### config.mk
export PLATFORM = sky130hd
export DESIGN_NAME = hamming_frame_sync_decoder
export DESIGN_NICKNAME = d
export VERILOG_FILES = /design/src/rtl/hamming_frame_sync_decoder_pkg.sv /design/src/rtl/hamming_frame_sync_decoder_decoder.sv /design/src/rtl/hamming_frame_sync_decoder.sv
export SDC_FILE = /design/constraint.sdc
export NUM_CORES = 1
export LEC_CHECK = 0
export ABC_CLOCK_PERIOD_IN_PS = 12600
export CORE_MARGIN = 5
export CORE_UTILIZATION = 64
export DETAILED_ROUTE_END_ITERATION = 12
export PLACE_DENSITY = 0.86
export SLEW_MARGIN = 20
export SYNTH_ARGS = -nofsm -noshare
export SYNTH_HDL_FRONTEND = slang
export SYNTH_SLANG_ARGS = --single-unit
### constraint.sdc
create_clock -name clk_in -period 12.6 [get_ports clk_in]
set_input_delay 2.52 -clock clk_in [delete_from_list [all_inputs] [get_ports clk_in]]
set_output_delay 2.52 -clock clk_in [all_outputs]
set_load 0.03 [all_outputs]
### src/rtl/hamming_frame_sync_decoder_pkg.sv
// Shared constants and types for the serial Hamming(7,4) frame receiver.
package hamming_pkg;

  localparam logic [7:0] HEADER_DEFAULT = 8'b0111_1110;
  localparam int         FRAME_BITS     = 64;
  localparam int         PAYLOAD_BITS   = 56;
  localparam int         CW_BITS        = 7;
  localparam int         DATA_BITS      = 4;
  localparam int         NUM_CW         = PAYLOAD_BITS / CW_BITS;

  typedef enum logic [1:0] {
    HUNT    = 2'd0,
    PAYLOAD = 2'd1,
    HDR_CHK = 2'd2
  } rx_state_t;

endpackage

### src/rtl/hamming_frame_sync_decoder_decoder.sv
// Combinational Hamming(7,4) single-error-correcting decoder.
// cw[i] holds Hamming position i+1: p1 p2 d0 p4 d1 d2 d3.
module hamming_decoder_7_4
  import hamming_pkg::*;
(
  input  logic [CW_BITS-1:0]   cw,
  output logic [DATA_BITS-1:0] data,
  output logic                 corrected
);

  logic [2:0]         syn;
  logic [CW_BITS-1:0] fixed;

  always_comb begin
    syn[0] = cw[0] ^ cw[2] ^ cw[4] ^ cw[6];
    syn[1] = cw[1] ^ cw[2] ^ cw[5] ^ cw[6];
    syn[2] = cw[3] ^ cw[4] ^ cw[5] ^ cw[6];
    fixed  = cw;
    // A non-zero syndrome is the 1-based position of the flipped bit.
    if (syn != 3'd0) begin
      fixed[syn - 3'd1] = ~cw[syn - 3'd1];
    end
    corrected = (syn != 3'd0);
    data      = {fixed[6], fixed[5], fixed[4], fixed[2]};
  end

endmodule

### src/rtl/hamming_frame_sync_decoder.sv
// Serial frame synchroniser: hunts for the header, flywheels on 64-bit frame
// timing and decodes the 8 Hamming(7,4) codewords of each payload.
module hamming_frame_sync_decoder
  import hamming_pkg::*;
#(
  parameter logic [7:0] HEADER     = HEADER_DEFAULT,
  parameter int         MISS_LIMIT = 4
) (
  input  logic        clk_in,
  input  logic        rst_n,
  input  logic        data_in,
  input  logic        data_valid,
  output logic [31:0] frame_data,
  output logic        frame_valid,
  output logic [3:0]  corr_count,
  output logic        header_miss,
  output logic        locked
);

  localparam int MISS_W = $clog2(MISS_LIMIT + 1);

  rx_state_t                 state_q, state_d;
  logic [7:0]                win_q, win_d, win_shift;
  logic [PAYLOAD_BITS-1:0]   pay_q, pay_d, pay_shift;
  logic [5:0]                bit_cnt_q, bit_cnt_d;
  logic [MISS_W-1:0]         miss_cnt_q, miss_cnt_d, miss_inc;
  logic                      pend_miss_q, pend_miss_d;
  logic [31:0]               frame_data_q, frame_data_d;
  logic                      frame_valid_q, frame_valid_d;
  logic [3:0]                corr_count_q, corr_count_d;
  logic                      header_miss_q, header_miss_d;
  logic                      locked_q, locked_d;

  logic [31:0]               dec_data;
  logic [NUM_CW-1:0]         corr_vec;
  logic [3:0]                corr_sum;

  assign win_shift = {win_q[6:0], data_in};
  assign pay_shift = {pay_q[PAYLOAD_BITS-2:0], data_in};
  assign miss_inc  = miss_cnt_q + MISS_W'(1);

  // Decode from the shifted value so the frame registers load on the 56th bit.
  generate
    for (genvar gi = 0; gi < NUM_CW; gi++) begin : g_dec
      hamming_decoder_7_4 u_dec (
        .cw        (pay_shift[CW_BITS*gi +: CW_BITS]),
        .data      (dec_data[DATA_BITS*gi +: DATA_BITS]),
        .corrected (corr_vec[gi])
      );
    end
  endgenerate

  always_comb begin
    corr_sum = 4'd0;
    for (int i = 0; i < NUM_CW; i++) begin
      corr_sum = corr_sum + {3'd0, corr_vec[i]};
    end
  end

  always_comb begin
    state_d       = state_q;
    win_d         = win_q;
    pay_d         = pay_q;
    bit_cnt_d     = bit_cnt_q;
    miss_cnt_d    = miss_cnt_q;
    pend_miss_d   = pend_miss_q;
    frame_data_d  = frame_data_q;
    frame_valid_d = 1'b0;
    corr_count_d  = corr_count_q;
    header_miss_d = header_miss_q;
    locked_d      = locked_q;

    if (data_valid) begin
      case (state_q)
        HUNT: begin
          win_d = win_shift;
          if (win_shift == HEADER) begin
            state_d     = PAYLOAD;
            bit_cnt_d   = 6'd0;
            pend_miss_d = 1'b0;
          end
        end
        PAYLOAD: begin
          pay_d = pay_shift;
          if (bit_cnt_q == 6'(PAYLOAD_BITS - 1)) begin
            frame_valid_d = 1'b1;
            frame_data_d  = dec_data;
            corr_count_d  = corr_sum;
            header_miss_d = pend_miss_q;
            locked_d      = 1'b1;
            state_d       = HDR_CHK;
            bit_cnt_d     = 6'd0;
          end else begin
            bit_cnt_d = bit_cnt_q + 6'd1;
          end
        end
        HDR_CHK: begin
          win_d = win_shift;
          if (bit_cnt_q == 6'd7) begin
            bit_cnt_d = 6'd0;
            if (win_shift == HEADER) begin
              miss_cnt_d  = '0;
              pend_miss_d = 1'b0;
              state_d     = PAYLOAD;
            end else if (miss_inc == MISS_W'(MISS_LIMIT)) begin
              miss_cnt_d  = '0;
              pend_miss_d = 1'b0;
              locked_d    = 1'b0;
              state_d     = HUNT;
            end else begin
              // Flywheel: assume the header was corrupted and keep frame timing.
              miss_cnt_d  = miss_inc;
              pend_miss_d = 1'b1;
              state_d     = PAYLOAD;
            end
          end else begin
            bit_cnt_d = bit_cnt_q + 6'd1;
          end
        end
        default: state_d = HUNT;
      endcase
    end
  end

  always_ff @(posedge clk_in or negedge rst_n) begin
    if (!rst_n) begin
      state_q       <= HUNT;
      win_q         <= '0;
      pay_q         <= '0;
      bit_cnt_q     <= '0;
      miss_cnt_q    <= '0;
      pend_miss_q   <= 1'b0;
      frame_data_q  <= '0;
      frame_valid_q <= 1'b0;
      corr_count_q  <= '0;
      header_miss_q <= 1'b0;
      locked_q      <= 1'b0;
    end else begin
      state_q       <= state_d;
      win_q         <= win_d;
      pay_q         <= pay_d;
      bit_cnt_q     <= bit_cnt_d;
      miss_cnt_q    <= miss_cnt_d;
      pend_miss_q   <= pend_miss_d;
      frame_data_q  <= frame_data_d;
      frame_valid_q <= frame_valid_d;
      corr_count_q  <= corr_count_d;
      header_miss_q <= header_miss_d;
      locked_q      <= locked_d;
    end
  end

  assign frame_data  = frame_data_q;
  assign frame_valid = frame_valid_q;
  assign corr_count  = corr_count_q;
  assign header_miss = header_miss_q;
  assign locked      = locked_q;

endmodule
Yosys cells after proc, flatten, opt, wreduce, memory -nomap -nowiden
Cells that the tools add are included.
{"block": "word_totals", "ff_bits": 113, "in_bits": 4, "wordCells": 237}
{"block": "classes", "n_addsub": 17, "magnitude_cmp": 16, "n_eq_ne": 11, "mux": 73, "n_bitwise": 80, "n_reduce_logical": 29}
{"operator": "1-bit XOR", "count": 72}
{"operator": "7-bit bitwise mux", "count": 8}
{"operator": "7-bit two-way mux", "count": 8}
{"operator": "3-bit by 4-bit < comparator with 1-bit output, second input constant", "count": 8}
{"operator": "1-bit two-way mux", "count": 29}
{"operator": "3-bit nonzero test", "count": 9}
{"operator": "1-bit binary-select mux with 3-bit select", "count": 8}
{"operator": "1-bit demux with 3-bit select", "count": 8}
{"operator": "3-bit by 1-bit greater-or-equal comparator with 1-bit output, second input constant", "count": 8}
{"operator": "3-bit by 1-bit subtractor with 3-bit output, second input constant", "count": 8}
{"operator": "6-bit two-way mux", "count": 3}
{"operator": "6-bit one-hot mux with 3 select lines", "count": 1}
{"operator": "4-bit by 1-bit adder with 4-bit output", "count": 4}
{"operator": "2-bit inequality test, second input constant", "count": 5}
{"operator": "3-bit AND reduction", "count": 3}
{"operator": "8-bit by 7-bit equality test with 1-bit output, second input constant", "count": 1}
{"operator": "1-bit logical AND", "count": 8}
{"operator": "1-bit inverter", "count": 8}
{"operator": "4-bit AND reduction", "count": 2}
{"operator": "6-bit by 1-bit adder with 6-bit output, second input constant", "count": 1}
{"operator": "6-bit by 3-bit equality test with 1-bit output, second input constant", "count": 1}
{"operator": "6-bit equality test, second input constant", "count": 1}
{"operator": "2-bit two-way mux", "count": 3}
{"operator": "3-bit two-way mux", "count": 2}
{"operator": "other kinds (14)", "count": 17}

Depth between registers and ports, before layout
{"block": "logic_depth", "ltp_word": 11, "ltp_mapped": 17, "ltp_nobuf": 16}

Cells and area by module
Synthesis repeated with hierarchy kept, for this count alone.
{"block": "hier_totals", "cells_unflattened": 578, "hier_area_um2": 6266.0}
{"module": "hamming_frame_sync_decoder", "n_inst": 1, "cells_per_inst": 396, "area_per_inst_um2": 4710.8, "seq_area_each_um2": 2827.7}
{"module": "hamming_decoder_7_4 at g_dec[1].u_dec ...", "n_inst": 7, "cells_per_inst": 22, "area_per_inst_um2": 190.2, "seq_area_each_um2": 0.0}
{"module": "hamming_decoder_7_4 at g_dec[0].u_dec", "n_inst": 1, "cells_per_inst": 28, "area_per_inst_um2": 224.0, "seq_area_each_um2": 0.0}

Worst setup path before layout
No wires, ideal clock.
{"block": "synth_path", "path_kind": "in2reg", "startpoint": "in data_in", "endpoint": "reg corr_count_q[2], in the netlist corr_count[2]", "setup_time_ns": 0.083, "arrival_ns": 5.791, "required_time_ns": 12.517, "setup_slack_ns": 6.726, "path_stages": 15, "n_path_buf": 0, "cell_sequence": "xnor2_1 > ha_1 > ha_1 > ha_1 > inv_1 > fa_1 > fa_1 > inv_1 > fa_1 > inv_1 > ha_1 > inv_1 > fa_1 > xor2_1 > o21ai_0"}
{"block": "synth_between", "elab_chain_cells": 11}
{"element": "start: declaration", "line": "hamming_frame_sync_decoder.sv:11", "rtl": "input logic data_in,"}
{"element": "1-bit XOR (3 in a row)", "line": "hamming_frame_sync_decoder_decoder.sv:15", "rtl": "syn[0] = cw[0] ^ cw[2] ^ cw[4] ^ cw[6];"}
{"element": "3-bit nonzero test", "line": "hamming_frame_sync_decoder_decoder.sv:23", "rtl": "corrected = (syn != 3'd0);"}
{"element": "1-bit by 1-bit adder with 2-bit output", "line": "hamming_frame_sync_decoder.sv:56", "rtl": "corr_sum = corr_sum + {3'd0, corr_vec[i]};"}
{"element": "2-bit by 1-bit adder with 3-bit output", "line": "hamming_frame_sync_decoder.sv:56"}
{"element": "3-bit by 1-bit adder with 4-bit output", "line": "hamming_frame_sync_decoder.sv:56"}
{"element": "4-bit by 1-bit adder with 4-bit output (4 in a row)", "line": "hamming_frame_sync_decoder.sv:56"}
{"element": "end signal: assignment", "line": "hamming_frame_sync_decoder.sv:147", "rtl": "corr_count_q <= corr_count_d;"}
{"element": "end: declaration", "line": "hamming_frame_sync_decoder.sv:30", "rtl": "logic [3:0] corr_count_q, corr_count_d;"}
Every way passes these cells.
A chain may end at the register's enable or synchronous reset.

Worst setup path after layout
Same ends and word-level chain as after synthesis.

==> key figures <==
Run status
  – Status: complete, no violations

Floorplanning
  – Die width: 111 um
  – Area of the die: 12400 um^2
  – Core area: 10200 um^2
  – Top-level I/O count: 43
  – FP Rows: 37
  – Chip height: 111 um
  – Initial Utilization: 0.646

Clock network
  – Clock-pin slew on the worst setup and hold paths: 60 ps
  – CTS tree: yes
  – Max Root-Sink Buffers: 2
  – Clk root buf: clkbuf_8
  – Clock sink count: 113
  – Post-CTS Setup Bufs: 0
  – Post-CTS Hold Fix Bufs: 0
  – CTS buffer count: 17
  – H-Tree Depth: 4
  – CTS resizes: 0
  – Clock Latency Late Sink: 510 ps

STA
  – Period utilization: 0.487
  – Setup TNS: 0 ps
  – Finish-stage setup viols: 0
  – Slew HR: 0.316
  – Min Hold Slack: 476 ps
  – Max Clock Skew: 10.9 ps
  – Max Slew Vio Count: 0
  – Slew @ Worst Pin: 1030 ps
  – Fmax: 163 MHz
  – Period minus WS final: 6140 ps
  – Final setup margin: 6460 ps
  – Endpoints failing hold: 0
  – RSZ-0062 raised after global routing: no

Setup path
  – Critical Path Source Type: input port
  – Reg2reg setup slack: 8280 ps
  – CP arrival: 6560 ps
  – Worst Setup SP: data_in
  – Kind of critical path: input port to flip-flop
  – CP Capture Type: flip-flop
  – Reg2Reg Launch Point: pay_q[8]$_DFFE_PN0P_
  – Critical path data required time: 13020 ps
  – Crit path max fanout: 7

Yosys
  – Syn Area/Cell: 11.0 um^2
  – Warnings from Yosys: 0
  – Post-synth EDFFs: 0
  – Synth Instances: 597
  – Syn Std Cell Area: 6580 um^2
  – Post-synthesis sequential area ratio: 0.430
  – Async SR Flop Fraction: 1.00
  – Flops & latches, synth: 113
  – Syn_nets: 639
  – Cell taking the most area after synthesis: dfrtp_1
  – Synth top area share: 0.430
  – Top cells by area, synth: dfrtp_1 43%, mux2_2 11%, xnor2_1 6.5%
  – Synth cell types: 49
  – Main synth FF type: dfrtp_1

Power and ir drop
  – Total Power: 1.28 mW
  – Switch Pwr: 409 uW
  – Internal: 869 uW
  – Switch share: 0.320
  – Clock share of power: 0.345
  – Leakage power: 3.56 nW
  – VDD IR max: 0.000165 V
  – Pwr per Cell Area: 167 nW/um^2
  – Sequential Power Share: 0.336
  – Combinational power share: 0.319

Placed design
  – Post-DP HPWL: 8.69 mm
  – Gpl congestion: 0.852
  – Pre-CTS setup slack: 5940 ps
  – I/O Buffers: 42
  – Placed inst area: 7080 um^2

Layout
  – Sequential cell area: 2830 um^2
  – Most frequent cells in the layout: 113 x dfrtp_1, 63 x mux2_2, 52 x nand2_1, 49 x xnor2_1, 41 x clkdlybuf4s50_1
  – Layout cells sized above 1: 0.168
  – Multi-input gate area: 3590 um^2
  – Nets: 676
  – Commonest non-fill, non-tap cell in the layout: dfrtp_1
  – Fillers: 651
  – Fin area: 7630 um^2
  – N_diodes: 0
  – Layout area overhead: 16.1%

Drt
  – Routed via count: 4617
  – Number of remaining DRC errors: 0
  – Vias/cell: 5.92
  – DRT Wirelength: 13.2 mm
  – Final ANT Viol Nets: 0
  – WL/cell: 16.9 um
  – Initial drt markers: 203
  – First-pass iteration count of the detailed router: 4

Global route
  – Total grt overflow: 0
  – Vias in the first global route: 4888
  – Initial antenna violation count: 0
  – Largest net degree at the start of global routing: 62
  – Overall routing resource usage: 0.229
  – First-pass GRT wire length: 23.2 mm

Min path
  – Hold Crit Start: frame_data[30]$_DFFE_PN0P_
  – Worst Hold Class: flip-flop to flip-flop

Run
  – Max-cap violations: 0
## stage by stage
stage,util,cells
floorplan,-,597
global placement,0.695,751
detailed placement,0.695,751
CTS,0.750,780
global route,0.750,780
finish,0.750,780
## path summary, 6_finish.rpt
kind | endpoint | depth (start not counted)
setup / recovery | corr_count[2]$_DFFE_PN0P_ | 16
hold / removal | frame_data[30]$_DFFE_PN0P_ | 2
setup reg to reg | corr_count[2]$_DFFE_PN0P_ | 16
hold reg to reg | frame_data[30]$_DFFE_PN0P_ | 2
max in group asynchronous | frame_data[10]$_DFFE_PN0P_ | 2
min in group asynchronous | frame_data[21]$_DFFE_PN0P_ | 1
## layout make-up
class	instances	share of cell area
multi-input cells	442	0.470
clock buffers	24	0.0656
repair buffers	45	0.0577
well taps	136	0.0223
clock inverters	5	0.00688
flip-flops and latches	113	0.370
inverters	15	0.00738
## cell usage after synthesis, types with 7 or more instances
library cell and number:
mux2_2 63, nand3b_1 7, nand3_1 16, mux2i_1 31, a21oi_1 17, xnor2_1 49
ha_1 34, nor2_1 27, inv_1 15, nor4b_1 8, dfrtp_1 113, nor3b_1 8
nor3_1 10, nor4_1 7, nand2_1 53, o21ai_0 28, clkbuf_1 15, xor2_1 21
## worst max-delay path, cell delays in order
cell and delay (ps):
clkdlybuf4s50_1 490, xnor2_1 170, ha_1 390, ha_1 250
ha_1 230, inv_1 80, fa_1 440, fa_1 500
inv_1 60, fa_1 470, inv_1 80, ha_1 160
inv_1 60, fa_1 380, xor2_1 150, o21ai_0 140
## registers in the layout (all words and copies together) (netlist names), 2 cells and up
register,flops
pay_q,55
frame_data,32
win_q,7
bit_cnt_q,6
corr_count,4
miss_cnt_q,3
state_q,2
## power by group through the flow
| stage | clock, mW | sequential (mW) | combinational [mW] |
|---|---|---|---|
| finish | 0.441 | 0.429 | 0.407 |
| global route | 0.467 | 0.436 | 0.453 |
| CTS | 0.448 | 0.429 | 0.407 |
| detailed placement | 0 | 0.436 | 0.405 |
| global placement | 0 | 0.432 | 0.376 |
| floorplan | 0 | 0.421 | 0.336 |
## logic make-up (layout without fill, tap and decap cells)
kind of cell | after synthesis | count (layout) | share of synthesized area
adder cells (fa/ha/maj) | 38 | 38 | 0.0769
buffers and inverters | 42 | 89 | 0.0251
XOR/XNOR | 76 | 76 | 0.108
multiplexers | 97 | 97 | 0.165
AND/OR/NAND/NOR | 161 | 161 | 0.130
flip-flops | 113 | 113 | 0.430
AO/OA/AOI/OAI | 70 | 70 | 0.0645
## routing by layer
metal / routed length (um) / track usage
met5: 0 / 0
met1: 5510 / 0.275
met4: 346 / 0.0981
met2: 6760 / 0.390
met3: 551 / 0.0582
Note: power is estimated with default switching activity, not from simulation.
